## src/rtl/multi_sync_debounce.sv

```systemverilog
// Multi-channel input conditioner: synchroniser chain, debounce filter and edge pulses per channel.
// Define SYNC_FALL_PULSE_EN to add the registered fall_pulse output.
module multi_sync_debounce #(
   parameter int unsigned         CHANNELS        = 4,
   parameter int unsigned         STAGES          = 2,
   parameter int unsigned         DEBOUNCE_CYCLES = 4,
   parameter logic [CHANNELS-1:0] RESET_VAL       = '0
) (
   input  logic                clk,
   input  logic                reset,
   input  logic [CHANNELS-1:0] d_in,
   output logic [CHANNELS-1:0] q_sync,
   output logic [CHANNELS-1:0] q_stable,
   output logic [CHANNELS-1:0] rise_pulse
`ifdef SYNC_FALL_PULSE_EN
   ,
   output logic [CHANNELS-1:0] fall_pulse
`endif
);

   localparam int unsigned     CntW    = $clog2(DEBOUNCE_CYCLES + 1);
   localparam logic [CntW-1:0] CntLast = CntW'(DEBOUNCE_CYCLES - 1);
   localparam logic [CntW-1:0] CntOne  = CntW'(1);

   // ------------------------------------------------------------------
   // Synchroniser chain: stage 0 samples the pins, last stage is q_sync.
   // ------------------------------------------------------------------
   logic [CHANNELS-1:0] sync_q [STAGES];
   logic [CHANNELS-1:0] sync_d [STAGES];

   always_comb begin
      sync_d[0] = d_in;
      for (int unsigned k = 1; k < STAGES; k++) begin
         sync_d[k] = sync_q[k-1];
      end
   end

   always_ff @(posedge clk) begin
      for (int unsigned k = 0; k < STAGES; k++) begin
         if (reset) begin
            sync_q[k] <= RESET_VAL;
         end else begin
            sync_q[k] <= sync_d[k];
         end
      end
   end

   assign q_sync = sync_q[STAGES-1];

   // ------------------------------------------------------------------
   // Debounce: a differing level must persist DEBOUNCE_CYCLES edges.
   // ------------------------------------------------------------------
   logic [CntW-1:0]     cnt_q [CHANNELS];
   logic [CntW-1:0]     cnt_d [CHANNELS];
   logic [CHANNELS-1:0] stable_q, stable_d;
   logic [CHANNELS-1:0] accept;
   logic [CHANNELS-1:0] rise_q, rise_d;

   always_comb begin
      accept = '0;
      for (int unsigned i = 0; i < CHANNELS; i++) begin
         cnt_d[i] = cnt_q[i];
         if (q_sync[i] == stable_q[i]) begin
            // Returning to the accepted level discards any partial count.
            cnt_d[i] = '0;
         end else if (cnt_q[i] == CntLast) begin
            accept[i] = 1'b1;
            cnt_d[i]  = '0;
         end else begin
            cnt_d[i] = cnt_q[i] + CntOne;
         end
      end
      stable_d = stable_q ^ accept;
      rise_d   = accept & q_sync;
   end

   always_ff @(posedge clk) begin
      if (reset) begin
         stable_q <= RESET_VAL;
         rise_q   <= '0;
      end else begin
         stable_q <= stable_d;
         rise_q   <= rise_d;
      end
   end

   always_ff @(posedge clk) begin
      for (int unsigned i = 0; i < CHANNELS; i++) begin
         if (reset) begin
            cnt_q[i] <= '0;
         end else begin
            cnt_q[i] <= cnt_d[i];
         end
      end
   end

   assign q_stable   = stable_q;
   assign rise_pulse = rise_q;

`ifdef SYNC_FALL_PULSE_EN
   logic [CHANNELS-1:0] fall_q, fall_d;

   assign fall_d = accept & ~q_sync;

   always_ff @(posedge clk) begin
      if (reset) begin
         fall_q <= '0;
      end else begin
         fall_q <= fall_d;
      end
   end

   assign fall_pulse = fall_q;
`endif

endmodule

```

## config.mk

```make
export PLATFORM = sky130hd
export DESIGN_NAME = multi_sync_debounce
export DESIGN_NICKNAME = d
export VERILOG_FILES = /design/src/rtl/multi_sync_debounce.sv
export SDC_FILE = /design/constraint.sdc
export NUM_CORES = 1
export LEC_CHECK = 0
export CAP_MARGIN = 10
export CORE_ASPECT_RATIO = 1.75
export CORE_UTILIZATION = 40
export CTS_CLUSTER_SIZE = 8
export DETAILED_ROUTE_END_ITERATION = 10
export HOLD_SLACK_MARGIN = 0.03
export PLACE_DENSITY = 0.63
export SLEW_MARGIN = 20
export SYNTH_ARGS = -nofsm -noshare
export SYNTH_HDL_FRONTEND = slang
export SYNTH_SLANG_ARGS = --single-unit
```

## constraint.sdc

```tcl
create_clock -name clk -period 1 [get_ports clk]
set_input_delay 0.2 -clock clk [delete_from_list [all_inputs] [get_ports clk]]
set_output_delay 0.2 -clock clk [all_outputs]
set_load 0.01 [all_outputs]
```

==> impl_metrics.ini <==
[place]
hpwl_mm = 1.10
portBuffers = 17
globalplace.congestion = 0.685
postPlaceCellArea_mm2 = 0.00136
post-place-cells = 132

[cells_and_area]
seqCellArea_um2 = 582
design_area_mm2 = 0.00154
post-route-util_pct = 62.3
fill_cells = 206
insertedDiodeCount = 0
multi_input_area_um2 = 621
drive_gt1_share_pct = 71.4
nNetsFinal = 127
layoutNonFillerInstCount = 138
area.growth.synth_to_final_pct = 47.7

[timing]
rsz0062_at_grt = true
fin_crit_sh_pct = 105
slew_violations = 0
hold_violations = 0
setup_ws_ns = -0.0496
setup_viol = 14
slew_headroom_pct = 76.2
worst_pin_slew_ns = 0.355
post-route-min-period_ns = 1.05
clock.fmax_ghz = 0.953
clock_skew_ns = 0.00305

[grt]
grt.total_usage_pct = 13.2
grt_overflow = 0
grt_pass1_vias = 678
grt_pass1_wl_mm = 2.68
antenna_found_initial = 0
grt_max_degree = 17

[die]
die_x_um = 40.5
core-area_mm2 = 0.00246
dieArea_mm2 = 0.00282
dieHeight_um = 69.4
start_util_pct = 42.2
io_pins = 18
rows = 24

[cts]
clkLatencyLatePin_ns = 0.26
root_buffer = clkbuf_8
clock_path_buffers = 2
htreeDepth = 1
cts_buffers = 3
clk_pin_slew_ns = 0.09
clock-sinks = 28
cts_tree = done

[worst_setup_path]
r2r-start = cnt_q[3][0]
rr_endpoint = cnt_q[3][0]
r2r_slack_ns = -0.05
cp-start-kind = register
path_class = register to register
cp-end-kind = register
arrival_ns = 1.22
critical_path.max_fanout = 5
cpPeakStageDelay_ns = 0.34
crit_top_cell = ha_4
critPathSlowestCell = dfxtp_2
crit_required_ns = 1.17
cp_num_buf_inv = 0
reg2reg_depth = 3
path_delay_family = flip-flops
cp_cell_sequence = ha_4 > ha_4 > nor4_4

[pwr]
pwr-share-clk_pct = 34.4
p_per_area_mw_per_mm2 = 1260
seqPwrFrac_pct = 59.0
p_leak_nw = 0.586
switching_share_pct = 19.6
peakVddDrop_v = 0.000979
switchingPower_w = 0.000381
combPwrFrac_pct = 6.6
p_int_w = 0.00156

[outcome]
violations = negative setup slack
status = finished with violations

[worst_hold_path]
whs_path_depth = 1
hold_start = sync_q[0][1]
hold_end = sync_q[1][1]
hp-class = register to register

[logic_synthesis]
synth-seq-cells = 28
yosysUniqueCellTypes = 15
synth_fa_ha_area_share_pct = 9.63
synth_fp_nets = 93
synth-simple-area-share_pct = 24.2
synth-xor-area-share_pct = 3.37
avgSynthCellArea_um2 = 13.2
syn_inst = 79
synth-seq-area-share_pct = 53.9
synth_compound_area_share_pct = 0
synth_top_family_by_area = simple AND/OR/NAND/NOR gates
ys.warnings.count = 0
synthMuxAreaShare_pct = 3.85
synth_area_mm2 = 0.00104

[run]
drv_cap = 0

[drt]
dr_total_vias = 672
drt_pass1_iterations = 4
wl_per_cell_um = 12.3
avgViaCountPerCell = 4.87
antenna_left = 0
drc = 0
drt_iter0_markers = 12
routed_wl_mm = 1.70
-- layer usage --
metal  vias up  track usage, %  share of wire (%)
li1        340               -                  -
met1       317            14.8                 41
met2        13            22.2                 54
met3         2            1.92                3.1
met4         0            6.67                1.2
met5         -               0                  0
-- kinds of logic after synthesis --
kind of cell,Yosys count
XOR/XNOR,4
multiplexers,4
adder cells (fa/ha/maj),8
flip-flops,28
buffers and inverters,7
AND/OR/NAND/NOR,28
-- worst max-delay path by stage --
| stage | slack [ns] | end | from | cells past startpoint |
|---|---|---|---|---|
| 2_1_floorplan | 0.01 | register | cnt_q[0][0] | 4 |
| 3_3_place_gp | -0.25 | rise_pulse[3] | reset | 3 |
| 3_5_place_dp | -0.25 | rise_pulse[2] | reset | 3 |
| 4_1_cts | -0.05 | cnt_q[3][2] | cnt_q[3][0] | 3 |
| 5_1_grt | -0.11 | cnt_q[2][0] | cnt_q[2][0] | 3 |
| 6_report | -0.05 | cnt_q[3][0] | cnt_q[3][0] | 3 |
-- layout make-up --
class                           instances  area share (%)
Clock buffer                            4            3.59
Inverter                                4           0.978
Multi-Input combinational cell         44            40.4
Sequential cell                        28            37.9
Tap cell                               26            2.12
Timing Repair Buffer                   32            15.0
-- cell usage after synthesis, drive strengths merged --
master  instances  area share (%)
and4bb          4             4.8
dfxtp          28              54
inv             4             1.4
buf             3             3.6
xnor2           4             3.4
nor4            8             6.0
mux2i           4             3.9
and2b           7             5.5
nor4b           4             5.8
ha              8             9.6
nor2b           1            0.60
nor2            4             1.4
-- per-stage QoR --
stage	total power [W]	hold WS (ns)	setup slack [ns]	setup TNS [ns]
finish	0.00194	0.444	-0.0496	-0.248
global route	0.00203	0.463	-0.113	-0.981
CTS	0.00196	0.448	-0.0473	-0.261
detailed placement	0.00128	0.426	-0.253	-4.79
global placement	0.00127	0.417	-0.246	-4.56
floorplan	0.00123	0.325	0.00974	0
-- placed cells by master, fill, tap and decap left out, drive strengths merged, types with 5 or more instances in the layout --
| cell type | synthesis | routed |
|---|---|---|
| clkdlybuf4s50 | 0 | 5 |
| nor4 | 8 | 8 |
| dfxtp | 28 | 28 |
| ha | 8 | 8 |
| buf | 3 | 27 |
| and2b | 7 | 7 |
-- worst reg2reg max path: stages (launching register included) --
cell     delay [ns]
dfxtp_2        0.34
ha_4           0.16
ha_4           0.18
nor4_4         0.28
-- power by group through the flow --
stage | combinational (W) | clock (W) | sequential [W]
2_1_floorplan | 0.0000583 | 0 | 0.00117
3_3_place_gp | 0.000107 | 0 | 0.00117
3_5_place_dp | 0.000109 | 0 | 0.00117
4_1_cts | 0.000111 | 0.000700 | 0.00115
5_1_grt | 0.000140 | 0.000738 | 0.00115
6_report | 0.000128 | 0.000667 | 0.00115
-- timing repair --
item                                    in CTS  in global routing
buffers inserted                             2                  0
pin swaps                                   13                  7
endpoints found under the setup margin      32                 20
resized for setup                           71                 13
hold buffers                                 0                  0
No activity file was read; power rests on OpenSTA's default activity.
